$ cat src/rtl/round_ctrl.sv
// round_ctrl: game-round sequencer that owns the shared timer.
// Each round opens a response window, which is the timer at the latched difficulty
// counting to WINDOW_END. The window is followed by an inter-round gap, which is the
// timer at difficulty 0 counting to GAP_END. The block scores hits and misses.
// Every output is registered, and shows the values of the state that was just entered.
// Optional feature macro: ROUND_CTRL_BEST_EN adds the last_time and best_time
// reaction-time outputs.
module round_ctrl #(
    parameter int ROUNDS     = 10,
    parameter int WINDOW_END = 1000,
    parameter int GAP_END    = 500,
    parameter int SCORE_W    = 8
) (
    input  logic               clk,
    input  logic               reset,
    input  logic               start,
    input  logic [1:0]         difficulty_sel,
    input  logic               response,
    input  logic [11:0]        timer_value,
    input  logic               end_reached,
    output logic               timer_reset,
    output logic               timer_enable,
    output logic [1:0]         timer_difficulty,
    output logic [11:0]        timer_end_value,
    output logic               round_active,
    output logic               hit,
    output logic               miss,
    output logic [SCORE_W-1:0] score,
    output logic [SCORE_W-1:0] round_num,
    output logic               game_over
`ifdef ROUND_CTRL_BEST_EN
    ,
    output logic [11:0]        last_time,
    output logic [11:0]        best_time
`endif
);

    localparam logic [11:0]        WIN_END_C = 12'(WINDOW_END);
    localparam logic [11:0]        GAP_END_C = 12'(GAP_END);
    localparam logic [SCORE_W-1:0] ROUNDS_C  = SCORE_W'(ROUNDS);

    typedef enum logic [2:0] {
        S_IDLE,
        S_ARM_WIN,
        S_RUN,
        S_RESULT,
        S_ARM_GAP,
        S_GAP,
        S_DONE
    } state_t;

    state_t             state_q, state_d;
    logic [1:0]         dif_q, dif_d;
    logic [SCORE_W-1:0] score_q, score_d;
    logic [SCORE_W-1:0] round_q, round_d;
    logic               hit_q, hit_d;
    logic               miss_q, miss_d;
    logic               tr_q, tr_d;
    logic               en_q, en_d;
    logic [1:0]         tdif_q, tdif_d;
    logic [11:0]        tend_q, tend_d;
    logic               ra_q, ra_d;
    logic               go_q, go_d;

`ifdef ROUND_CTRL_BEST_EN
    logic [11:0]        last_q, last_d;
    logic [11:0]        best_q, best_d;
`else
    // The reaction-time sample is consumed only when the best-time feature is built in.
    logic               unused_timer_value;
    assign unused_timer_value = ^timer_value;
`endif

    // Next-state, scoring and registered-output decode for the state being entered.
    always_comb begin
        // NOTE: every signal gets a default first, so no path can leave one unassigned and infer a latch.
        state_d = state_q;
        dif_d   = dif_q;
        score_d = score_q;
        round_d = round_q;
        hit_d   = 1'b0;
        miss_d  = 1'b0;
`ifdef ROUND_CTRL_BEST_EN
        last_d  = last_q;
        best_d  = best_q;
`endif

        case (state_q)
            S_IDLE, S_DONE: begin
                if (start) begin
                    dif_d   = difficulty_sel;
                    score_d = '0;
                    round_d = '0;
`ifdef ROUND_CTRL_BEST_EN
                    last_d  = 12'hFFF;
                    best_d  = 12'hFFF;
`endif
                    state_d = S_ARM_WIN;
                end
            end
            S_ARM_WIN: state_d = S_RUN;
            S_RUN: begin
                // A timeout wins over a press that arrives in the same cycle.
                if (end_reached) begin
                    miss_d  = 1'b1;
                    round_d = round_q + 1'b1;
                    state_d = S_RESULT;
                end else if (response) begin
                    hit_d   = 1'b1;
                    score_d = (score_q == '1) ? score_q : score_q + 1'b1;
                    round_d = round_q + 1'b1;
`ifdef ROUND_CTRL_BEST_EN
                    last_d  = timer_value;
                    if (timer_value < best_q) best_d = timer_value;
`endif
                    state_d = S_RESULT;
                end
            end
            // round_q already carries the count that includes the round just scored.
            S_RESULT:  state_d = (round_q == ROUNDS_C) ? S_DONE : S_ARM_GAP;
            S_ARM_GAP: state_d = S_GAP;
            S_GAP:     if (end_reached) state_d = S_ARM_WIN;
            default:   state_d = S_IDLE;
        endcase

        tr_d   = 1'b1;
        en_d   = 1'b0;
        tdif_d = 2'd0;
        tend_d = 12'd0;
        ra_d   = 1'b0;
        go_d   = 1'b0;
        case (state_d)
            S_ARM_WIN: begin
                tdif_d = dif_d;
                tend_d = WIN_END_C;
            end
            S_RUN: begin
                tr_d   = 1'b0;
                en_d   = 1'b1;
                tdif_d = dif_d;
                tend_d = WIN_END_C;
                ra_d   = 1'b1;
            end
            S_RESULT: begin
                tr_d   = 1'b0;
                tdif_d = tdif_q;
                tend_d = tend_q;
            end
            S_ARM_GAP: tend_d = GAP_END_C;
            S_GAP: begin
                tr_d   = 1'b0;
                en_d   = 1'b1;
                tend_d = GAP_END_C;
            end
            S_DONE:  go_d = 1'b1;
            default: ;
        endcase
    end

    // State, game counters and output registers; reset holds the timer in reset.
    always_ff @(posedge clk or posedge reset) begin
        if (reset) begin
            // NOTE: non-blocking assignments keep every register sampling pre-edge values.
            state_q <= S_IDLE;
            dif_q   <= 2'd0;
            score_q <= '0;
            round_q <= '0;
            hit_q   <= 1'b0;
            miss_q  <= 1'b0;
            tr_q    <= 1'b1;
            en_q    <= 1'b0;
            tdif_q  <= 2'd0;
            tend_q  <= 12'd0;
            ra_q    <= 1'b0;
            go_q    <= 1'b0;
`ifdef ROUND_CTRL_BEST_EN
            last_q  <= 12'hFFF;
            best_q  <= 12'hFFF;
`endif
        end else begin
            state_q <= state_d;
            dif_q   <= dif_d;
            score_q <= score_d;
            round_q <= round_d;
            hit_q   <= hit_d;
            miss_q  <= miss_d;
            tr_q    <= tr_d;
            en_q    <= en_d;
            tdif_q  <= tdif_d;
            tend_q  <= tend_d;
            ra_q    <= ra_d;
            go_q    <= go_d;
`ifdef ROUND_CTRL_BEST_EN
            last_q  <= last_d;
            best_q  <= best_d;
`endif
        end
    end

    assign timer_reset      = tr_q;
    assign timer_enable     = en_q;
    assign timer_difficulty = tdif_q;
    assign timer_end_value  = tend_q;
    assign round_active     = ra_q;
    assign hit              = hit_q;
    assign miss             = miss_q;
    assign score            = score_q;
    assign round_num        = round_q;
    assign game_over        = go_q;
`ifdef ROUND_CTRL_BEST_EN
    assign last_time        = last_q;
    assign best_time        = best_q;
`endif

endmodule

$ cat config.mk
export PLATFORM = sky130hd
export DESIGN_NAME = round_ctrl
export DESIGN_NICKNAME = d
export VERILOG_FILES = /design/src/rtl/round_ctrl.sv
export SDC_FILE = /design/constraint.sdc
export NUM_CORES = 1
export LEC_CHECK = 0
export ABC_AREA = 1
export BUFFER_PORTS_ARGS = -buffer_cell sky130_fd_sc_hd__buf_2
export CORE_ASPECT_RATIO = 0.75
export CORE_MARGIN = 1.5
export CORE_UTILIZATION = 45
export DETAILED_ROUTE_END_ITERATION = 6
export PLACE_DENSITY = 0.81
export SYNTH_ARGS = -nofsm -noshare
export SYNTH_HDL_FRONTEND = slang
export SYNTH_SLANG_ARGS = --single-unit
$ cat constraint.sdc
create_clock -name clk -period 1.5 [get_ports clk]
set_input_delay 0.3 -clock clk [delete_from_list [all_inputs] [get_ports clk]]
set_output_delay 0.3 -clock clk [all_outputs]
set_load 0.01 [all_outputs]
==> results.yml <==
detailed_routing:
  route.detailed.vias_per_inst: 4.937
  routed-via-count: 1654
  route.final.wire_length_mm: 4.461
  detail_route.first_pass.iterations: 4
  antenna_left: 0
  average_detailed_routed_wire_length_per_instance_um: 13.32
  drtIter0Drc: 88
  drc_markers: 0
layout:
  fin_util: 0.6757
  final_cell_mix: "49 x sky130_fd_sc_hd__nand2_1, 39 x sky130_fd_sc_hd__buf_2, 33 x sky130_fd_sc_hd__buf_4"
  num_antenna_cells: 0
  post_layout_nonfiller_instances: 335
  num-nets-final: 305
  layout-drive-gt1-share: 0.4770
  summed_area_of_non_filler_cells_in_the_final_layout_sq_um: 2474
  final_common_cell: "sky130_fd_sc_hd__nand2_1"
  synthToLayoutAreaGrowth_pct: 44.41
placement:
  place.gp.congestion: 0.8074
  placement.cell_area_sq_um: 2108
  sum_of_net_half_perimeters_after_detailed_placement_mm: 2.754
  place_worst_setup_slack_ns: -0.1029
  placed_cells_incl_taps: 317
  number_of_port_buffers: 38
yosys:
  post_synth_inst_count: 208
  synth_flop_cell: "sky130_fd_sc_hd__dfrtp_1"
  synth_largest_type_area_fraction: 0.4529
  yosys.area.top_type: "sky130_fd_sc_hd__dfrtp_1"
  synth.avg_cell_area_sq_um: 8.235
  yosys-top-cells-area: "sky130_fd_sc_hd__dfrtp_1 45%, sky130_fd_sc_hd__nand2_1 12%, sky130_fd_sc_hd__nand3_1 6.1%"
  synth-seq-cells: 32
  synth_enable_flop_cells: 0
  synth.yosys.seq_area_share: 0.4682
  ys_types: 25
  yosysWarningCount: 0
  netlist_area_sq_um: 1713
  synthArstFlopShare: 1.000
timing:
  final.setup.worst_slack_ns: -0.06671
  slew_violations: 0
  layout_min_cycle_time_ns: 1.567
  timing.fmax_mhz: 638.3
  final-setup-viol-count: 14
  fin_worst_hold_slack_ns: 0.07701
  unrepaired_setup_endpoints_after_global_routing: "true"
  post-route-period-util: 1.044
  hold_viol: 0
  largest_clock_skew_in_the_final_design_ns: 0.01208
cts:
  tritoncts_clock_tree: "done"
  htree_num_levels: 2
  cts_made_buffers: 5
  clock_tree.buffer_depth: 2
  worst_setup_hold_path_clk_slew_ns: 0.07
  clock-sinks: 32
  clk-insertion-delay-late_ns: 0.29
  clock_tree.root_cell: "sky130_fd_sc_hd__clkbuf_8"
  cts_hold_repair.buffers: 0
global_routing:
  number_of_antenna_violations_at_the_first_check_in_global_routing: 0
  grt_start_max_net_pins: 33
  grt_overflow: 0
  grt_first_pass_wirelength_mm: 6.637
  grt.total_usage: 0.2154
  via_count_of_the_first_global_routing_pass: 1420
run:
  maxCapViolCount: 0
critical_path:
  crit_path_end_kind: "flop"
  critPathLaunchType: "flop"
  timing_worst_setup_path_type: "reg -> reg"
  required_ns: 1.73
  critical_path_peak_fanout: 5
  timing.critical_path.arrival_ns: 1.79
power_and_ir_drop:
  comb_power_share: 0.557
  p_per_area_nw_per_um2: 1729
  netSwitchingPower_uw: 1881
  p_leak_uw: 0.001292
  power_frac_clock: 0.151
  vdd_drop_max_mv: 0.9062
  internal_power_uw: 2396
  power.share.switching: 0.4398
  seq_power_share: 0.291
floorplanning:
  floorplan_die_width_um: 74.24
  fp-row-count: 19
  die-height_um: 56.43
  fp.dieArea_sq_um: 4189
  top_level_ports: 55
  design.core.area_sq_um: 3661
  floorplan.initialDensity: 0.4679
run_status:
  failing_checks: "negative setup slack"
  outcome: "finished, violations left"
hold_path:
  hold_path_class: "in -> async"
[stage by stage]
stage	total power [uW]	setup TNS [ns]
final	4278	-0.4590
after global routing	4536	-2.247
after CTS	3920	-0.02211
after detailed placement	2914	-1.136
after global placement	2853	-0.4163
after floorplan	2275	0
[power groups by stage]
stage                     clock (uW)  combinational, uW  sequential [uW]
after floorplan                    0                984             1290
after global placement             0               1650             1200
after detailed placement           0               1700             1210
after CTS                        655               2060             1210
after global routing             692               2580             1260
final                            647               2380             1250
[repair_timing]
item | 4_1_cts | 5_1_grt
endpoints found under the setup margin | 22 | 27
cloned | 1 | 0
setup buffers | 6 | 3
gates resized for setup | 22 | 38
pin swaps | 11 | 15
[synthesized netlist by cell type, types with 2 or more instances]
cell,n
sky130_fd_sc_hd__xor2_1,8
sky130_fd_sc_hd__o21ai_0,9
sky130_fd_sc_hd__inv_2,2
sky130_fd_sc_hd__nand2_2,2
sky130_fd_sc_hd__nor2_2,4
sky130_fd_sc_hd__nand4_1,7
sky130_fd_sc_hd__buf_4,10
sky130_fd_sc_hd__or2_2,3
sky130_fd_sc_hd__nand3_1,21
sky130_fd_sc_hd__nand3_2,3
sky130_fd_sc_hd__nand2_1,56
sky130_fd_sc_hd__nor2_1,15
sky130_fd_sc_hd__nor3_1,5
sky130_fd_sc_hd__o31ai_1,4
sky130_fd_sc_hd__ha_1,4
sky130_fd_sc_hd__inv_1,16
sky130_fd_sc_hd__dfrtp_1,31
[layer usage]
metal / share of wire / GRT usage / routed length (um)
met4: 0.033 / 0.1143 / 145
met1: 0.45 / 0.2941 / 2008
met5: 0 / 0 / 0
met2: 0.47 / 0.3112 / 2078
met3: 0.051 / 0.05566 / 228
[worst max-delay path: stages, from the launching register on]
cell	delay, ns
sky130_fd_sc_hd__dfrtp_2	0.47
sky130_fd_sc_hd__buf_4	0.18
sky130_fd_sc_hd__nand3_4	0.11
sky130_fd_sc_hd__nand2_1	0.08
sky130_fd_sc_hd__nor2_2	0.11
sky130_fd_sc_hd__nand2_2	0.12
sky130_fd_sc_hd__nand2_4	0.11
sky130_fd_sc_hd__inv_1	0.07
sky130_fd_sc_hd__nand3_2	0.07
sky130_fd_sc_hd__nand2_2	0.08
sky130_fd_sc_hd__nor2_1	0.10
[cells by family after synthesis]
family / after synthesis / synth area share
xor+xnor: 9 / 0.04602
fa+ha+maj: 4 / 0.02922
compound gates: 17 / 0.06135
buf+inv: 29 / 0.08546
simple gates: 116 / 0.3075
flops: 32 / 0.4682
other cells: 1 / 0.002189
[layout make-up]
class / count / area (sq um)
clock inverter: 1 / 5.005
multi-input combinational: 150 / 964.7
inverter: 18 / 80.08
fill: 289 / 1187
clock buffer: 7 / 76.32
tap: 52 / 65.06
sequential: 32 / 805.8
timing repair buffer: 75 / 476.7
[path summary, 6_finish.rpt]
kind	startpoint	end	slack [ns]	depth (start not counted)
max	state_q[1]	timer_reset	-0.07	10
min	reset	score[6]	0.08	3
max reg2reg	state_q[1]	timer_reset	-0.07	10
min reg2reg	timer_difficulty[1]	timer_difficulty[1]	0.49	2
max in group asynchronous	reset	state_q[0]	1.09	3
min in group clk	end_reached	hit	0.19	2
[registers in the layout (all words and copies together), names as in the netlist]
signal / count
round_num: 8
score: 8
state_q: 3
timer_end_value: 3
dif_q: 2
timer_difficulty: 2
game_over: 1
hit: 1
miss: 1
round_active: 1
timer_enable: 1
timer_reset: 1
No activity file was read; power rests on OpenSTA's default activity.
